===== config.mk =====
export PLATFORM = sky130hd
export DESIGN_NAME = crc32_word_update
export DESIGN_NICKNAME = d
export VERILOG_FILES = /design/src/rtl/crc_pkg.sv /design/src/rtl/crc32_word_update.sv
export SDC_FILE = /design/constraint.sdc
export NUM_CORES = 1
export LEC_CHECK = 0
export ABC_CLOCK_PERIOD_IN_PS = 5800
export CAP_MARGIN = 20
export CORE_MARGIN = 2
export CORE_UTILIZATION = 50
export DETAILED_ROUTE_END_ITERATION = 7
export PLACE_DENSITY_LB_ADDON = 0.25
export SETUP_SLACK_MARGIN = 0.02
export SLEW_MARGIN = 10
export SYNTH_ARGS = -nofsm -noshare
export SYNTH_HDL_FRONTEND = slang
export SYNTH_SLANG_ARGS = --single-unit

===== constraint.sdc =====
create_clock -name vclk -period 5.8
set_input_delay 0.58 -clock vclk [all_inputs]
set_output_delay 0.58 -clock vclk [all_outputs]
set_load 0.05 [all_outputs]

===== src/rtl/crc_pkg.sv =====
// CRC-32/ISO-HDLC constants, checker state encoding and a single-byte
// reflected CRC update shared by the datapath.
package crc_pkg;

   localparam logic [31:0] CRC_POLY_REFL = 32'hEDB8_8320;
   localparam logic [31:0] CRC_INIT      = 32'hFFFF_FFFF;
   localparam logic [31:0] CRC_XOROUT    = 32'hFFFF_FFFF;

   typedef enum logic [1:0] {
      S_DATA,
      S_CRC,
      S_RES
   } state_t;

   // Fold one byte into a reflected CRC, LSB first.
   function automatic logic [31:0] crc32_byte(input logic [31:0] crc, input logic [7:0] b);
      logic [31:0] c;
      c = crc ^ {24'h00_0000, b};
      for (int unsigned i = 0; i < 8; i++) begin
         c = c[0] ? ((c >> 1) ^ CRC_POLY_REFL) : (c >> 1);
      end
      return c;
   endfunction

endpackage


===== src/rtl/crc32_word_update.sv =====
// Combinational CRC-32 update over byte lanes 0..nbytes_m1 of one word.
module crc32_word_update
   import crc_pkg::*;
(
   input  logic [31:0] crc_in,
   input  logic [31:0] data,
   input  logic [1:0]  nbytes_m1,
   output logic [31:0] crc_out
);

   // Chain the byte update over the active lanes, lane 0 first.
   always_comb begin
      crc_out = crc_in;
      for (int unsigned i = 0; i < 4; i++) begin
         if (i <= 32'(nbytes_m1)) begin
            crc_out = crc32_byte(crc_out, data[8*i +: 8]);
         end
      end
   end

endmodule


Word-level counts from Yosys, hierarchy flattened --
Index checks and enable logic that the tools add are counted.
Word-level totals: memories 0, latch bits 0, output and inout bits 32, bits in writable memories 0, register bits after elaboration 0, memory bits (read-only) 0
Cells by class: multipliers 0, multiplexer cells 35, reductions and logical operators 0, divide/modulo/power cells 0, order comparisons 3, eq/ne operators 0, bitwise operators 36, add/subtract/negate cells 0, shift operators 0
Operator list (number):
- two-way mux 32 bit | 35
- inverter 13 -> 14 bit | 32
- bitwise XOR 32 x 8 -> 32 bit | 4
- <= comparator 2 bit (first input constant) | 2
- <= comparator 1 x 2 -> 1 bit (first input constant) | 1

Logic depth before layout (Yosys ltp) --
Gate-level depths: netlist of the first run.
word-level depth 71, gate-level depth with buffers 15, gate-level depth less buffers 13

Least setup slack after synthesis of the first run --
OpenSTA, ideal clock, no wires.
path type input port to output port, start input port data[5], end output port crc_out[3], path slack -0.064 ns, stages on the path 12, path buffers 0, data arrival time 5.284 ns, cells stage by stage xor2_2 xnor3_2 xnor2_2 xnor3_1 o21ai_4 xor2_4 xnor3_1 mux2i_2 xnor2_2 xor2_1 xnor2_1 o21ai_0
Between the ends: word-level cells in the longest chain between the ends 50, elaborated cells between the ends (all ways) 59
RTL lines:
- start, declared | line crc32_word_update.sv:6 | input logic [31:0] data,
- bitwise XOR 32 x 8 -> 32 bit * | line crc_pkg.sv:18 | c = crc ^ {24'h00_0000, b};
- two-way mux 32 bit * (7 in a row) | line crc_pkg.sv:20 | c = c[0] ? ((c >> 1) ^ CRC_POLY_REFL) : (c >> 1);
- inverter 13 -> 14 bit (no source line)
- two-way mux 32 bit * | line crc_pkg.sv:20
- bitwise XOR 32 x 8 -> 32 bit | line crc_pkg.sv:18
- inverter 13 -> 14 bit (no source line)
- two-way mux 32 bit (2 in a row) | line crc_pkg.sv:20
- inverter 13 -> 14 bit (no source line)
- (+23 left out)
- two-way mux 32 bit | line crc_pkg.sv:20
- inverter 13 -> 14 bit (no source line)
- two-way mux 32 bit | line crc_pkg.sv:20
- inverter 13 -> 14 bit (no source line)
- two-way mux 32 bit (3 in a row) | line crc_pkg.sv:20
- inverter 13 -> 14 bit (no source line)
- two-way mux 32 bit (3 in a row) | line crc_pkg.sv:20
- two-way mux 32 bit * | line crc32_word_update.sv:15 | if (i <= 32'(nbytes_m1)) begin
- end, declared | line crc32_word_update.sv:8 | output logic [31:0] crc_out
Every way passes the cells marked *; elsewhere a longest branch is shown, timed or not.

Worst setup path in the final report of the first run --
start input port crc_in[6], end output port crc_out[24]
Between the ends: word-level cells in the longest chain between the ends 48, elaborated cells between the ends (all ways) 61
RTL lines:
- start, declared | line crc32_word_update.sv:5 | input logic [31:0] crc_in,
- bitwise XOR 32 x 8 -> 32 bit * | line crc_pkg.sv:18
- inverter 13 -> 14 bit (no source line)
- two-way mux 32 bit * (7 in a row) | line crc_pkg.sv:20
- inverter 13 -> 14 bit (no source line)
- two-way mux 32 bit * | line crc_pkg.sv:20
- bitwise XOR 32 x 8 -> 32 bit | line crc_pkg.sv:18
- inverter 13 -> 14 bit (no source line) / two-way mux 32 bit (equally long branches)
- two-way mux 32 bit / inverter 13 -> 14 bit (equally long branches)
- (+24 left out)
- two-way mux 32 bit | line crc_pkg.sv:20
- two-way mux 32 bit / inverter 13 -> 14 bit (equally long branches)
- two-way mux 32 bit (2 in a row) | line crc_pkg.sv:20
- inverter 13 -> 14 bit (no source line) / two-way mux 32 bit (equally long branches)
- two-way mux 32 bit (2 in a row) | line crc_pkg.sv:20
- inverter 13 -> 14 bit (no source line) / two-way mux 32 bit (equally long branches)
- two-way mux 32 bit | line crc_pkg.sv:20
- two-way mux 32 bit * | line crc32_word_update.sv:15
Marks and branches as above.

==> results of run 1 <==
==> cell usage after synthesis (all sizes together), types with 2 or more instances <==
| cell type | n | area, um2 |
|---|---|---|
| a21oi | 28 | 166 |
| xnor3 | 34 | 771 |
| mux4 | 2 | 48.8 |
| nand2 | 40 | 150 |
| mux2 | 5 | 56.3 |
| nor2 | 33 | 124 |
| mux2i | 26 | 305 |
| or3 | 2 | 12.5 |
| xor3 | 19 | 453 |
| clkbuf | 15 | 56.3 |
| o21ai | 33 | 176 |
| xnor2 | 163 | 1690 |
| xor2 | 73 | 756 |
| inv | 2 | 7.51 |
| buf | 6 | 25.0 |
| a21o | 2 | 16.3 |
| or2 | 3 | 18.8 |
==> per-layer routing <==
metal  GRT usage  wire length [um]  up-vias
met3      0.0349              1120       14
met2       0.468              7600      178
met1       0.407              6630     2016
met4      0.0202               137        0
li1            -                 -     2005
met5           0                 0        -
==> area by class of cell <==
type	instances	area, um2	area share
inverter	2	7.51	0.00101
multi-input combinational	474	5080	0.685
tap	133	166	0.0225
timing repair buffer	202	2160	0.291
==> path summary, 6_finish.rpt <==
check | from | end | slack (ns) | depth (start not counted)
worst min-delay path | nbytes_m1[1] | crc_out[5] | 2.06 | 5
worst max-delay path | crc_in[6] | crc_out[24] | 0.14 | 19
==> per-stage QoR <==
| step | setup WS (ns) | cells |
|---|---|---|
| 5_1_grt | -0.0334 | 811 |
| 2_1_floorplan | 0.0869 | 497 |
| 3_5_place_dp | -0.127 | 770 |
| 6_report | 0.140 | 811 |
| 3_3_place_gp | -0.0685 | 770 |
| 4_1_cts | 0.0259 | 775 |
==> kinds of logic (layout without fill, tap and decap cells) <==
family,Yosys count,after routing,synth area share
xor+xnor,289,289,0.746
buf+inv,23,204,0.0180
simple gates,85,85,0.0730
mux,33,33,0.0834
compound gates,67,67,0.0801
==> what timing repair did <==
action	in CTS	in global routing
pin swaps	3	32
buffers inserted	5	36
setup endpoints to repair	12	25
resized for setup	4	41
==> flow_metrics.py, run 1 <==
metrics = {
    "outcome": {
        "status": "finished clean",
    },
    "critical_path": {
        "cp_cell_sequence": "clkdlybuf4s50_1 -> xnor2_2 -> xnor3_2 -> xor3_2 -> buf_4 -> xnor2_4 -> mux2i_2 -> buf_4 -> xnor3_2 -> xnor3_1 -> a21oi_4 -> xnor2_4 -> buf_12 -> xnor2_4 -> buf_12 -> xnor2_4 -> xnor2_1 -> mux2i_1 -> buf_12",
        "crit_required_ns": 5.22,
        "path_common_cell": "xnor2_4",
        "slowest_stage": "clkdlybuf4s50_1",
        "cp_max_fo": 5,
        "crit_path_end_kind": "output port",
        "max_stage_delay_ns": 0.46,
        "cp-start-kind": "primary input",
        "cp_top_family": "XOR/XNOR gates",
        "crit_type": "in -> out",
        "cp_data_arrival_time_ns": 5.08,
        "cp.buffers_inverters": 6,
    },
    "floorplanning": {
        "die_w_um": 103,
        "dieHeight_um": 103,
        "initial_core_util": 0.508,
        "fp-row-count": 36,
        "pin_count": 98,
        "dieArea_mm2": 0.0107,
        "core_mm2": 0.00968,
    },
    "yosys": {
        "synth_warnings": 0,
        "synth_cell_type_count": 43,
        "netlist_instances": 497,
        "syn-num-nets": 563,
        "syn_area_mm2": 0.00492,
        "avgSynthCellArea_um2": 9.90,
        "yosysSeqAreaShare": 0,
    },
    "placement": {
        "place_congestion": 1.02,
        "hpwl_mm": 12.5,
        "place_area_mm2": 0.00678,
        "io_buffer_count": 98,
    },
    "grt": {
        "grt_pass1_vias": 4033,
        "grt_first_pass_wirelength_mm": 22.4,
        "gr-total-overflow": 0,
        "grt_max_degree": 63,
        "grt_usage": 0.280,
        "antenna_found_initial": 0,
    },
    "final_layout": {
        "layout_commonest_cell": "xnor2_1",
        "fillers": 651,
        "diodes": 0,
        "seq_area_um2": 0,
        "final_util": 0.765,
        "nNetsFinal": 746,
        "final_cell_area_mm2": 0.00741,
        "clkbuf_count": 0,
        "area_growth_pct": 50.6,
        "seq_cells": 0,
        "layout-drive-gt1-share": 0.323,
        "layout_common_cells": "136 x xnor2_1, 97 x buf_4, 60 x clkdlybuf4s50_1",
    },
    "sta": {
        "min_period_ns": 5.66,
        "setup-tns-final_ns": 0,
        "hold_viol_final": 0,
        "whs_ns": 2.06,
        "drv_slew": 0,
        "fmax_ghz": 0.177,
        "worstMarginPinSlew_ns": 0.735,
        "relSlewSlack": 0.510,
        "setup_viol": 0,
        "period_share": 0.976,
    },
    "detailed_routing": {
        "routedWlPerCell_um": 19.1,
        "final_antenna_net_count": 0,
        "dr.pass1.iters": 7,
        "drc": 0,
        "wl_mm": 15.5,
        "vias_per_cell": 5.19,
        "dr.first_iter.drc_count": 372,
        "vias": 4213,
    },
    "job": {
        "maxCapViolCount": 0,
    },
    "worst_hold_path": {
        "hold_path_class": "in -> out",
    },
    "clock_tree": {
        "cts_hold_buf": 0,
    },
}
Power of run 1 is not shown: default switching activity piles up to over one toggle a cycle in this logic, so the estimate is an artifact.
==> run 2: changes to the inputs <==
--- a/config.mk
+++ b/config.mk
@@ -10,3 +10,3 @@
 export CORE_MARGIN = 2
-export CORE_UTILIZATION = 50
+export CORE_UTILIZATION = 56
 export DETAILED_ROUTE_END_ITERATION = 7
==> constraint.sdc (replaced) <==
create_clock -name vclk -period 5.8
set_input_delay 1.16 -clock vclk [all_inputs]
set_output_delay 1.16 -clock vclk [all_outputs]
set_load 0.05 [all_outputs]
==> flow_metrics.py, run 2 <==
metrics = {
    "outcome": {
        "status": "stopped before the end",
        "lastStage": "4_1_cts",
        "firstError": "[ERROR DPL-0038] Utilization greater than 100%, impossible to legalize",
    },
    "clock_tree": {
        "cts_hold_buf": 0,
        "cts_resized": 222,
        "cts_setup_buffers": 74,
    },
    "yosys": {
        "syn_area_mm2": 0.00492,
        "syn-num-nets": 563,
        "avgSynthCellArea_um2": 9.90,
        "netlist_instances": 497,
        "yosysMostFrequentCell": "xnor2_1",
        "yosysSeqAreaShare": 0,
        "synth_cell_type_count": 43,
        "synth_top_area_frac": 0.254,
        "synth_top_cell_by_area": "xnor2_1",
        "synth.top_cells.by_area": "xnor2_1 25%, xnor3_1 14%, xor2_1 11%, xor3_1 8.7%, xnor2_4 5.6%",
        "synth_warnings": 0,
        "ys_top_cells_by_count": "143 x xnor2_1, 62 x xor2_1, 40 x nand2_1",
    },
    "floorplanning": {
        "pin_count": 98,
        "fp-row-count": 34,
        "die_w_um": 97.8,
        "initial_core_util": 0.570,
        "dieHeight_um": 97.8,
    },
    "placement": {
        "dp_cells": 872,
        "place_congestion": 0.981,
        "hpwl_mm": 18.1,
        "io_buffer_count": 98,
    },
}
-- run 2: cell counts after synthesis --
No cell type changed its count.
-- run 2: logic make-up after synthesis --
kind of cell,Yosys count,synth area share
AO/OA/AOI/OAI,67,0.0801
XOR/XNOR,289,0.746
multiplexers,33,0.0834
AND/OR/NAND/NOR,85,0.0730
buffers and inverters,23,0.0180
-- run 2: stage by stage --
| stage | TNS [ns] | cell area, um2 | setup slack (ns) | hold slack, ns | util |
|---|---|---|---|---|---|
| after floorplan | -5.68 | 5490 | -0.330 | 2.77 | - |
| after global placement | -24.99 | 8340 | -0.919 | 3.20 | 0.966 |
| after detailed placement | -32.47 | 8340 | -1.19 | 3.25 | 0.966 |
==> run 3: changes to the inputs <==
- CORE_UTILIZATION: 56 -> 40
- PLACE_DENSITY_LB_ADDON: 0.25 -> 0.15
- SETUP_SLACK_MARGIN: 0.02 -> not set
==> flow_metrics.py, run 3 (synthesis gave the netlist of run 1 again) <==
metrics = {
    "outcome": {
        "status": "complete, but fails checks",
        "violations": "negative setup slack",
    },
    "final_layout": {
        "clkbuf_count": 0,
        "area_growth_pct": 111,
        "seq_area_um2": 0,
        "layout-drive-gt1-share": 0.630,
        "nNetsFinal": 932,
        "diodes": 0,
        "layout.cells.non_filler": 1011,
        "layout_common_cells": "229 x buf_4, 87 x xnor2_1, 54 x buf_6",
        "layout_commonest_cell": "buf_4",
        "seq_cells": 0,
    },
    "placement": {
        "hpwl_mm": 14.6,
        "dp_slack_ns": -1.09,
        "io_buffer_count": 98,
        "dp_cells": 929,
        "place_congestion": 0.901,
    },
    "detailed_routing": {
        "final_antenna_net_count": 0,
        "drc": 0,
        "vias_per_cell": 5.30,
        "wl_mm": 23.2,
        "dr.first_iter.drc_count": 372,
        "vias": 5356,
        "routedWlPerCell_um": 23.0,
        "dr.pass1.iters": 5,
    },
    "sta": {
        "setup_viol": 32,
        "hold_viol_final": 0,
        "min_period_ns": 6.56,
        "relSlewSlack": 0.295,
        "drv_slew": 0,
        "worst_slack_ns": -0.758,
        "worstMarginPinSlew_ns": 1.06,
        "fmax_ghz": 0.152,
        "period_share": 1.13,
        "rsz0062_at_grt": "true",
    },
    "floorplanning": {
        "core_mm2": 0.0120,
        "fp-row-count": 40,
        "dieArea_mm2": 0.0132,
        "pin_count": 98,
        "initial_core_util": 0.410,
        "die_w_um": 115,
        "dieHeight_um": 115,
    },
    "clock_tree": {
        "cts_hold_buf": 0,
    },
    "grt": {
        "grt_usage": 0.306,
        "antenna_found_initial": 0,
        "grt_first_pass_wirelength_mm": 30.7,
        "gr-total-overflow": 0,
        "grt_max_degree": 63,
        "grt_pass1_vias": 5518,
    },
    "worst_hold_path": {
        "min_from": "nbytes_m1[1]",
        "min_path_cells": 4,
        "hold_path_class": "in -> out",
        "min_to": "crc_out[5]",
    },
    "critical_path": {
        "cp_max_fo": 4,
        "crit_required_ns": 4.64,
        "crit_type": "in -> out",
        "crit_path_end_kind": "output port",
        "cp_data_arrival_time_ns": 5.40,
        "cp-start-kind": "primary input",
    },
    "job": {
        "maxCapViolCount": 0,
    },
}
[run 3: stage by stage]
stage	hold WS, ns	TNS [ns]	utilization	cell area (um2)
after floorplan	2.77	-5.67	-	5480
after global placement	3.20	-26.64	0.708	8500
after detailed placement	3.21	-29.49	0.708	8500
after CTS	3.22	-17.11	0.815	9790
after global routing	3.29	-23.09	0.866	10400
final	3.26	-20.34	0.866	10400
[run 3: per-layer routing]
layer / share of wire / track usage
met4: 0.028 / 0.0715
met2: 0.50 / 0.534
met1: 0.40 / 0.403
met3: 0.072 / 0.0422
met5: 0 / 0
[run 3: how the worst max path moves through the flow]
| stage | start | end | slack [ns] |
|---|---|---|---|
| finish | crc_in[5] | crc_out[22] | -0.76 |
| global route | crc_in[15] | crc_out[17] | -0.81 |
| CTS | crc_in[1] | crc_out[26] | -0.69 |
| detailed placement | data[1] | crc_out[24] | -1.09 |
| global placement | crc_in[3] | crc_out[24] | -1.04 |
| floorplan | data[1] | crc_out[18] | -0.33 |
[run 3: repair_timing]
action                     in CTS  in global routing
pin swaps                     111                 68
buffers inserted               63                 36
setup endpoints to repair      32                 32
gates resized for setup       222                 75
[run 3: final cells by class]
cell class                 count  area, um2
fill                         530       1610
inverter                       2       11.3
multi-input combinational    474       6360
tap                          147        184
timing repair buffer         388       3840
[run 3: worst max-delay path: stages]
cell	delay [ns]
buf_8	0.10
buf_6	0.11
xor2_4	0.25
xnor3_2	0.48
xnor2_4	0.21
buf_6	0.12
xnor3_1	0.46
o21ai_4	0.21
buf_6	0.15
xor2_4	0.16
buf_4	0.15
xnor3_1	0.26
a21oi_4	0.30
xor2_2	0.25
xor2_2	0.18
xnor2_1	0.17
buf_4	0.20
xnor2_2	0.08
o21a_2	0.22
buf_12	0.15
Power of run 3 is left out for the same reason.
==> run 4: changes to the inputs <==
- REMOVE_ABC_BUFFERS: not set -> 1
==> flow_metrics.py, run 4 (synthesis gave the netlist of run 1 again) <==
metrics = {
    "detailed_routing": {
        "met3WireLength_um": 969,
        "wl_met2_mm": 9.57,
        "wl_met1_mm": 8.20,
        "top_layer": "met4",
        "routedWlPerCell_um": 19.4,
        "dr.pass1.iters": 4,
        "final_antenna_net_count": 0,
        "vias": 4864,
        "dr.first_iter.drc_count": 310,
        "drc": 0,
        "wl_mm": 19.1,
        "vias_per_cell": 4.93,
    },
    "critical_path": {
        "crit_path_end_kind": "output port",
        "cp-start-kind": "primary input",
        "crit_required_ns": 4.64,
        "max_stage_delay_ns": 0.44,
        "slowest_stage": "xor3_2",
        "cp_cell_sequence": "buf_8 -> xnor2_4 -> xnor3_2 -> xor3_2 -> buf_6 -> xnor3_1 -> a21o_2 -> xor3_1 -> xnor3_1 -> mux2i_4 -> buf_4 -> buf_6 -> buf_6 -> xnor2_2 -> buf_6 -> xnor2_2 -> xnor2_1 -> mux2i_1 -> bufbuf_16",
        "cp_data_arrival_time_ns": 5.23,
        "cp_max_fo": 3,
        "path_common_cell": "buf_6",
        "crit_type": "in -> out",
    },
    "sta": {
        "period_share": 1.10,
        "fmax_ghz": 0.157,
        "hold_viol_final": 0,
        "rsz0062_at_grt": "true",
        "relSlewSlack": 0.576,
        "setup_viol": 32,
        "worst_slack_ns": -0.589,
        "worstMarginPinSlew_ns": 0.637,
        "min_period_ns": 6.39,
        "drv_slew": 0,
    },
    "grt": {
        "grt_usage": 0.266,
        "antenna_found_initial": 0,
        "gr-total-overflow": 0,
        "grt_first_pass_wirelength_mm": 27.0,
        "grt_max_degree": 52,
        "grt_pass1_vias": 4879,
    },
    "final_layout": {
        "seq_cells": 0,
        "seq_area_um2": 0,
        "area_growth_pct": 89.1,
        "layout_common_cells": "217 x buf_4, 111 x xnor2_1, 47 x xor2_1",
        "final_cell_area_mm2": 0.00931,
        "diodes": 0,
        "layout_commonest_cell": "buf_4",
        "layout-drive-gt1-share": 0.549,
        "nNetsFinal": 907,
        "clkbuf_count": 0,
    },
    "floorplanning": {
        "die_w_um": 115,
        "pin_count": 98,
        "fp-row-count": 40,
        "core_mm2": 0.0120,
        "dieArea_mm2": 0.0132,
        "initial_core_util": 0.410,
        "dieHeight_um": 115,
    },
    "placement": {
        "place_congestion": 0.918,
        "hpwl_mm": 14.1,
        "place_area_mm2": 0.00780,
        "io_buffer_count": 98,
    },
    "job": {
        "maxCapViolCount": 0,
    },
    "outcome": {
        "status": "complete, but fails checks",
        "violations": "negative setup slack",
    },
    "clock_tree": {
        "cts_hold_buf": 0,
    },
    "worst_hold_path": {
        "hold_path_class": "in -> out",
    },
}
==> run 4: cell types whose count changed in the layout (fill, tap and decap cells not counted), moves of 11 or more <==
| cell | change |
|---|---|
| buf_6 | -11 |
| buf_4 | -12 |
| o21ai_4 | -11 |
| xnor2_1 | +24 |
| xor2_1 | +14 |
| buf_12 | -12 |
| xnor2_4 | -15 |
==> run 4: path summary, 6_finish.rpt <==
path                         start           to  slack [ns]  cells after the start
worst max-delay path     crc_in[0]  crc_out[24]       -0.59                     19
worst min-delay path  nbytes_m1[1]  crc_out[17]        3.21                      7
==> run 4: cell type report <==
| cell class | instances | area, um2 |
|---|---|---|
| multi-input combinational | 474 | 5560 |
| tap | 147 | 184 |
| inverter | 2 | 7.51 |
| timing repair buffer | 363 | 3560 |
| fill | 781 | 2700 |
==> run 4: routing by layer <==
layer  global-route usage  vias up
met1                0.380     2367
met5                    0        -
li1                     -     2341
met2                0.449      134
met3               0.0311       22
met4               0.0265        0
==> run 4: per-stage QoR <==
stage	hold slack, ns	TNS, ns	setup slack (ns)	utilization	instances
after floorplan	2.60	-30.25	-1.23	-	476
after global placement	3.19	-28.09	-1.08	0.650	915
after detailed placement	3.19	-30.56	-1.12	0.650	915
after CTS	3.22	-16.40	-0.651	0.725	957
after global routing	3.28	-18.86	-0.757	0.775	986
final	3.21	-15.13	-0.589	0.775	986
==> run 4: worst max-delay path: cells and delay by family <==
family,cells,cell delay (ns)
mux,2,0.21
buf+inv,7,1.09
xor+xnor,9,2.52
compound gates,1,0.25
==> run 4: repair_timing <==
action                     in CTS  in global routing
setup buffers                  44                 38
pin swaps                      75                 54
setup endpoints to repair      32                 32
gates resized for setup       180                 86
gates cloned                    0                  0
Power of run 4 is left out for the same reason.
